--- src/rtl/sevenseg_pkg.sv ---
// Shared types and constants for the N-digit seven-segment multiplexer.
// Segment patterns are {g,f,e,d,c,b,a} in active-low form.
package sevenseg_pkg;

  typedef enum logic {
    SHOW  = 1'b0,
    BLANK = 1'b1
  } state_e;

  localparam logic [6:0] SEG_OFF_AL = 7'b1111111;

  // Index k holds the pattern for hex digit k.
  localparam logic [15:0][6:0] HEX_AL = {
    7'b0001110,  // F
    7'b0000110,  // E
    7'b0100001,  // d
    7'b1000110,  // C
    7'b0000011,  // b
    7'b0001000,  // A
    7'b0010000,  // 9
    7'b0000000,  // 8
    7'b1111000,  // 7
    7'b0000010,  // 6
    7'b0010010,  // 5
    7'b0011001,  // 4
    7'b0110000,  // 3
    7'b0100100,  // 2
    7'b1111001,  // 1
    7'b1000000   // 0
  };

endpackage

--- src/rtl/sevenseg_mux_n_decoder.sv ---
// Combinational hex nibble to active-low seven-segment pattern.
module sevenseg_decoder
  import sevenseg_pkg::*;
(
  input  logic [3:0] nibble,
  output logic [6:0] seg_al
);

  assign seg_al = HEX_AL[nibble];

endmodule

--- src/rtl/sevenseg_mux_n.sv ---
// N-digit time-multiplexed seven-segment driver with registered seg/sel.
// Optional anti-ghosting dead-time between digits: define SEVENSEG_DEADTIME_EN.
module sevenseg_mux_n
  import sevenseg_pkg::*;
#(
  parameter int unsigned NUM_DIGITS     = 2,
  parameter int unsigned DIGIT_CYCLES   = 60_000,
  parameter int unsigned DEAD_CYCLES    = 600,
  parameter bit          SEG_ACTIVE_LOW = 1'b1,
  parameter bit          SEL_ACTIVE_LOW = 1'b1
) (
  input  logic                    clk,
  input  logic                    reset,
  input  logic [4*NUM_DIGITS-1:0] digits,
  input  logic [NUM_DIGITS-1:0]   digit_en,
  output logic [6:0]              seg,
  output logic [NUM_DIGITS-1:0]   sel,
  output logic                    frame_tick
);

  localparam int unsigned MAX_CYC = (DIGIT_CYCLES > DEAD_CYCLES) ? DIGIT_CYCLES : DEAD_CYCLES;
  localparam int unsigned CW      = (MAX_CYC > 1) ? $clog2(MAX_CYC) : 1;
  localparam int unsigned IW      = (NUM_DIGITS > 1) ? $clog2(NUM_DIGITS) : 1;

  localparam logic [CW-1:0]         SHOW_LAST = CW'(DIGIT_CYCLES - 1);
  localparam logic [IW-1:0]         IDX_LAST  = IW'(NUM_DIGITS - 1);
  localparam logic [6:0]            SEG_OFF   = SEG_ACTIVE_LOW ? SEG_OFF_AL : ~SEG_OFF_AL;
  localparam logic [NUM_DIGITS-1:0] SEL_OFF   = SEL_ACTIVE_LOW ? {NUM_DIGITS{1'b1}} : {NUM_DIGITS{1'b0}};

  logic [CW-1:0]         cnt_q, cnt_d;
  logic [IW-1:0]         idx_q, idx_d;
  logic [IW-1:0]         idx_next;
  logic                  show;
  logic [3:0]            nib;
  logic                  en_cur;
  logic [NUM_DIGITS-1:0] onehot;
  logic [6:0]            dec_al;
  logic [6:0]            seg_q, seg_d;
  logic [NUM_DIGITS-1:0] sel_q, sel_d;
  logic                  frame_tick_q, frame_tick_d;

  assign idx_next = (idx_q == IDX_LAST) ? '0 : idx_q + 1'b1;

`ifdef SEVENSEG_DEADTIME_EN
  localparam logic [CW-1:0] DEAD_LAST = CW'(DEAD_CYCLES - 1);

  state_e state_q, state_d;

  always_comb begin
    state_d = state_q;
    cnt_d   = cnt_q + 1'b1;
    idx_d   = idx_q;
    unique case (state_q)
      SHOW: begin
        if (cnt_q == SHOW_LAST) begin
          state_d = BLANK;
          cnt_d   = '0;
        end
      end
      BLANK: begin
        if (cnt_q == DEAD_LAST) begin
          state_d = SHOW;
          cnt_d   = '0;
          idx_d   = idx_next;
        end
      end
      default: state_d = SHOW;
    endcase
  end

  assign show = (state_q == SHOW);

  always_ff @(posedge clk or negedge reset) begin
    if (!reset) state_q <= SHOW;
    else        state_q <= state_d;
  end
`else
  always_comb begin
    cnt_d = cnt_q + 1'b1;
    idx_d = idx_q;
    if (cnt_q == SHOW_LAST) begin
      cnt_d = '0;
      idx_d = idx_next;
    end
  end

  assign show = 1'b1;
`endif

  always_comb begin
    nib    = '0;
    en_cur = 1'b0;
    onehot = '0;
    for (int unsigned k = 0; k < NUM_DIGITS; k++) begin
      if (idx_q == IW'(k)) begin
        nib       = digits[4*k +: 4];
        en_cur    = digit_en[k];
        onehot[k] = 1'b1;
      end
    end
  end

  sevenseg_decoder u_dec (
    .nibble (nib),
    .seg_al (dec_al)
  );

  // Outputs are computed from the current slot position, so the registered
  // outputs show slot position p on the edge that leaves position p.
  always_comb begin
    seg_d        = SEG_OFF;
    sel_d        = SEL_OFF;
    frame_tick_d = show && (cnt_q == '0) && (idx_q == '0);
    if (show && en_cur) begin
      seg_d = SEG_ACTIVE_LOW ? dec_al : ~dec_al;
      sel_d = SEL_ACTIVE_LOW ? ~onehot : onehot;
    end
  end

  always_ff @(posedge clk or negedge reset) begin
    if (!reset) begin
      cnt_q        <= '0;
      idx_q        <= '0;
      seg_q        <= SEG_OFF;
      sel_q        <= SEL_OFF;
      frame_tick_q <= 1'b0;
    end else begin
      cnt_q        <= cnt_d;
      idx_q        <= idx_d;
      seg_q        <= seg_d;
      sel_q        <= sel_d;
      frame_tick_q <= frame_tick_d;
    end
  end

  assign seg        = seg_q;
  assign sel        = sel_q;
  assign frame_tick = frame_tick_q;

endmodule

--- config.mk ---
export PLATFORM = sky130hd
export DESIGN_NAME = sevenseg_mux_n
export DESIGN_NICKNAME = d
export VERILOG_FILES = /design/src/rtl/sevenseg_pkg.sv /design/src/rtl/sevenseg_mux_n_decoder.sv /design/src/rtl/sevenseg_mux_n.sv
export SDC_FILE = /design/constraint.sdc
export NUM_CORES = 1
export LEC_CHECK = 0
export CAP_MARGIN = 20
export CORE_MARGIN = 5
export CORE_UTILIZATION = 25
export DETAILED_ROUTE_END_ITERATION = 7
export PLACE_DENSITY = 0.43
export SKIP_CTS_REPAIR_TIMING = 1
export SLEW_MARGIN = 20
export SYNTH_ARGS = -nofsm -noshare
export SYNTH_HDL_FRONTEND = slang
export SYNTH_SLANG_ARGS = --single-unit
--- constraint.sdc ---
create_clock -name clk -period 2.39 [get_ports clk]
set_clock_uncertainty 0.1 [all_clocks]
set_input_delay 0.3585 -clock clk [delete_from_list [all_inputs] [get_ports clk]]
set_output_delay 0.3585 -clock clk [all_outputs]
set_load 0.005 [all_outputs]
Word level (Yosys, flattened, before mapping)
Memories as Yosys holds them, arrays and structs flattened.
Cells that the tools add are included.
{"block": "totals", "reg_bits": 27, "mem_bits_ro": 112, "out_inout_bits": 10, "mem_count": 1}
{"block": "classes", "addsub": 2, "magnitude_cmp": 1, "n_eq_ne": 1, "n_mux": 9, "bitwise_logic": 2, "reduce_logical": 2}
{"memory": "(name not given)", "depth": 16, "word_bits": 7, "read_ports": 1, "rd_clocked_by_memory_dff": 0, "write_ports": 0, "line": "sevenseg_mux_n_decoder.sv:9", "text": "assign seg_al = HEX_AL[nibble];"}
{"cell": "$add 16x1->16 const B", "n": 1}
{"cell": "$eq 16x16->1 const B", "n": 1}
{"cell": "$logic_not 16->1", "n": 1}
{"cell": "$mux 16", "n": 1}
{"cell": "$mux 7", "n": 2}
{"cell": "$lt 4x5->1 const B", "n": 1}
{"cell": "$mux 1", "n": 4}
{"cell": "$mux 4", "n": 1}
{"cell": "$mux 2", "n": 1}
{"cell": "$not 2->2", "n": 1}
{"cell": "$add 1x1->1 const B", "n": 1}
{"cell": "$logic_and 1x1->1", "n": 1}
{"cell": "$not 1->1", "n": 1}

Depth between registers and ports, before layout
{"block": "depth", "depth_word": 4, "depth_mapped": 7}

Cells and area by module
Synthesis repeated with hierarchy kept, for this count alone.
{"block": "unflattened", "cells_unflattened": 142, "hier_area_um2": 1490.2}
{"module": "sevenseg_mux_n", "instances": 1, "cells_each": 107, "area_per_inst_um2": 1242.4, "seq_area_each_um2": 686.9}
{"module": "sevenseg_decoder", "instances": 1, "cells_each": 35, "area_per_inst_um2": 247.7, "seq_area_each_um2": 0.0}

Worst setup path before layout
Ideal clock, no wire load.
{"block": "synth_path", "path_type": "register -> register", "start": "register idx_q", "end": "register seg_q[0] (netlist: seg[0])", "setup_ns": 0.083, "t_arrival_ns": 1.598, "required_time_ns": 2.207, "setup_slack_ns": 0.609, "path_stages_with_launch": 7, "path_buffers": 1, "synth_period_minus_slack_ns": 1.781, "cell_sequence": "dfrtp_1 > buf_2 > mux2_2 > ha_1 > or3_1 > o221ai_1 > nand2_1"}
{"block": "synth_via", "elab_chain_cells": 4}
{"item": "start, declared", "line": "sevenseg_mux_n.sv:31", "text": "logic [IW-1:0] idx_q, idx_d;"}
{"item": "start signal, assigned", "line": "sevenseg_mux_n.sv:129", "text": "idx_q <= idx_d;"}
{"item": "$mux 4", "line": "sevenseg_mux_n.sv:95", "text": "if (idx_q == IW'(k)) begin"}
{"item": "$mem_v2 16x7"}
{"item": "$mux 7 (implied by the code)", "line": "sevenseg_mux_n_decoder.sv:9"}
{"item": "$mux 7 (*)", "line": "sevenseg_mux_n.sv:114", "text": "if (show && en_cur) begin"}
{"item": "named net seg_d[0]", "line": "sevenseg_mux_n.sv:38", "text": "logic [6:0] seg_q, seg_d;"}
{"item": "end signal, assigned", "line": "sevenseg_mux_n.sv:130", "text": "seg_q <= seg_d;"}
{"item": "end, declared", "line": "sevenseg_mux_n.sv:38"}
Mark *: on every way through the listed nets, which the timed path passes. The rest lies on a longest branch. The select of a mux whose other input is x is not followed.
A chain may end at the register's enable or synchronous reset.

Final worst setup path
{"block": "layout_path", "start": "register cnt_q[7]", "end": "register idx_q"}
{"block": "layout_via", "elab_chain_cells": 1}
{"item": "start, declared", "line": "sevenseg_mux_n.sv:30", "text": "logic [CW-1:0] cnt_q, cnt_d;"}
{"item": "start signal, assigned", "line": "sevenseg_mux_n.sv:128", "text": "cnt_q <= cnt_d;"}
{"item": "$eq 16x16->1", "line": "sevenseg_mux_n.sv:81", "text": "if (cnt_q == SHOW_LAST) begin"}
Every way passes these cells.

==> out/qor.txt <==
status: complete, no violations
Die Wd: 84.9 um
RSZ-0062 raised after global routing: false
CP Cell Sequence: or4_1, nor2_1, and2_1, xor2_1
count of final setup violators: 0
FFs w/ async S/R, synth: 100%
die height: 84.9 um
clock slew at reported path FFs: 0.09 ns
Synth area leaders: dfrtp_1 32%, dfstp_2 17%, ha_1 7.1%, xnor2_1 5.6%, xor2_1 3.8%
reg-to-reg startpoint: cnt_q[7]
slew margin rel.: 68.8%
critical path arrival: 2.06 ns
Post-Syn Area: 0.00140 sq mm
worst-case clock buffer depth: 2
maximum fanout along the worst path: 11
Worst setup EP type: flip-flop
CP top delay family: simple AND/OR/NAND/NOR gates
setup_tns: 0 ns
number of buffers added on ports: 21
CTS Root Cell: clkbuf_8
syn nets: 151
vias post-DR: 1,037
total grt overflow: 0
Num CTS Buffers: 3
r2r endpoint: idx_q
Worst Reg-to-Reg Cells: 4
minimum clock period: 1.95 ns
worst vdd ir: 0.194 mV
Req. time, crit path: 2.50 ns
Avg Vias per Cell: 4.53
Cell variety after synth: 31
Post-synth top flop: dfrtp_1
latest clock arrival within the worst-skew pair: 0.28 ns
Die Area: 0.00720 sq mm
GPL Wtd Cong: 0.787
Final Hold Viols: 0
Max Slew Vio Count: 0
Worst setup SP type: flip-flop
io pins: 22
Nets: 178
# rows: 27
Power, Total: 837 uW
top cell type's share of synthesized area: 32.1%
Post-synth EDFFs: 0
core footprint: 0.00547 sq mm
share of layout cells above drive strength 1: 15.3%
DPL Wire Length: 2.23 mm
max cap viols: 0
Area Growth Syn to Fin: 25.6%
first-pass GRT wire length: 5.20 mm
DR pass1 iterations: 4
vias in the first global route: 1,096
post-route ant nets: 0
initial core utilization: 25.6%
initial antenna violation count: 0
measured slew at the worst slew-check pin: 0.468 ns
Fillers: 585
clock sink total: 27
worst setup path start: cnt_q[7]
wire length per cell: 12.9 um
syn avg cell area: 10.7 sq um
CP max stage delay: 0.55 ns
register bit total from synthesis: 27
ant diodes: 0
DR iter-0 viols: 48
Power Density: 475 mW/mm^2
maximum level of the CTS H-tree: 1
worst hold path type: primary input to asynchronous set/reset pin
All-Layer GR Usage: 8.94%
Slowest-stage cell, CP: or4_1
critical path class: flip-flop to flip-flop
Period Utilization, post-route: 81.6%
largest net degree at the start of global routing: 28
r2r setup slk: 0.44 ns
Mapped Cells: 131
DR DRC count: 0
yosys warns: 0
Yosys top cell by area: dfrtp_1
CTS tree: done
fmax: 513 MHz
sequential fraction of the synthesis area: 49.0%
commonest non-fill, non-tap cells in the layout: 21 x clkdlybuf4s50_1, 18 x dfrtp_1, 13 x nor2_1
Worst Path Buf+Inv: 0
Sequential Area: 687 sq um
final wirelength: 2.96 mm
Leak Pwr: 0.000741 uW
commonest non-fill, non-tap cell in the layout: clkdlybuf4s50_1
multi-input logic area: 678 sq um
[routing by layer]
layer / wire length [um] / up-vias / track usage [%]
met4: 72 / 0 / 5.04
met2: 1460 / 34 / 14.6
met3: 110 / 9 / 1.75
met5: 0 / - / 0
li1: - / 513 / -
met1: 1310 / 481 / 11.0
[cell usage after synthesis, drive strengths merged (3+ instances only)]
cell     n
mux2     3
mux2i    4
ha       8
o221ai   4
nor2    13
nand3    9
dfstp    9
buf      3
nand2   12
nor4     4
xor2     6
inv      5
xnor2    9
a21oi    3
dfrtp   18
[per-stage QoR]
step / hold slack (ns) / cell area, sq um / setup WS (ns) / util (%) / std cells
after floorplan: -0.0371 / 1400 / 0.609 / - / 131
after CTS: 0.364 / 1760 / 0.408 / 32.2 / 229
after detailed placement: 0.374 / 1710 / 0.317 / 31.3 / 225
after global placement: 0.374 / 1710 / 0.360 / 31.3 / 225
after global routing: 0.392 / 1760 / 0.315 / 32.2 / 229
final: 0.352 / 1760 / 0.440 / 32.2 / 229
[kinds of logic (layout without fill, tap and decap cells)]
family	Yosys count	in the layout	synth area share, %
AND/OR/NAND/NOR	52	52	19.6
flip-flops	27	27	49.0
XOR/XNOR	15	15	9.38
AO/OA/AOI/OAI	14	14	7.05
adder cells (fa/ha/maj)	8	8	7.14
buffers and inverters	8	34	2.59
multiplexers	7	7	5.27
[flip-flops by register name, summed over array words and instances, names as in the netlist]
register / cells
seg: 7
cnt_q: 16
frame_tick: 1
idx_q: 1
sel: 2
[worst register-to-register path: cells and delay by family, from the launching register on]
kind | cells | cell delay [ns]
XOR/XNOR | 1 | 0.19
flip-flops | 1 | 0.45
AND/OR/NAND/NOR | 3 | 1.13
[worst max path at each step]
stage | to | slack, ns | depth (start not counted)
after floorplan | seg[0] | 0.61 | 6
after global routing | idx_q | 0.32 | 4
after detailed placement | seg[0] | 0.32 | 6
final | idx_q | 0.44 | 4
after CTS | idx_q | 0.41 | 4
after global placement | seg[0] | 0.36 | 6
[power breakdown]
group,switching (uW),total [uW],internal (uW)
clock network,146,263,117
logic,43.9,95.7,51.8
registers,3.25,478,475
[cell type report]
cell class	instances	share of cell area, %
Sequential cell	27	39.0
Clock buffer	3	2.35
Tap cell	72	5.12
Clock inverter	1	0.284
Timing Repair Buffer	25	13.6
Inverter	5	1.07
Multi-Input combinational cell	96	38.5
Note: power is estimated with default switching activity, not from simulation.
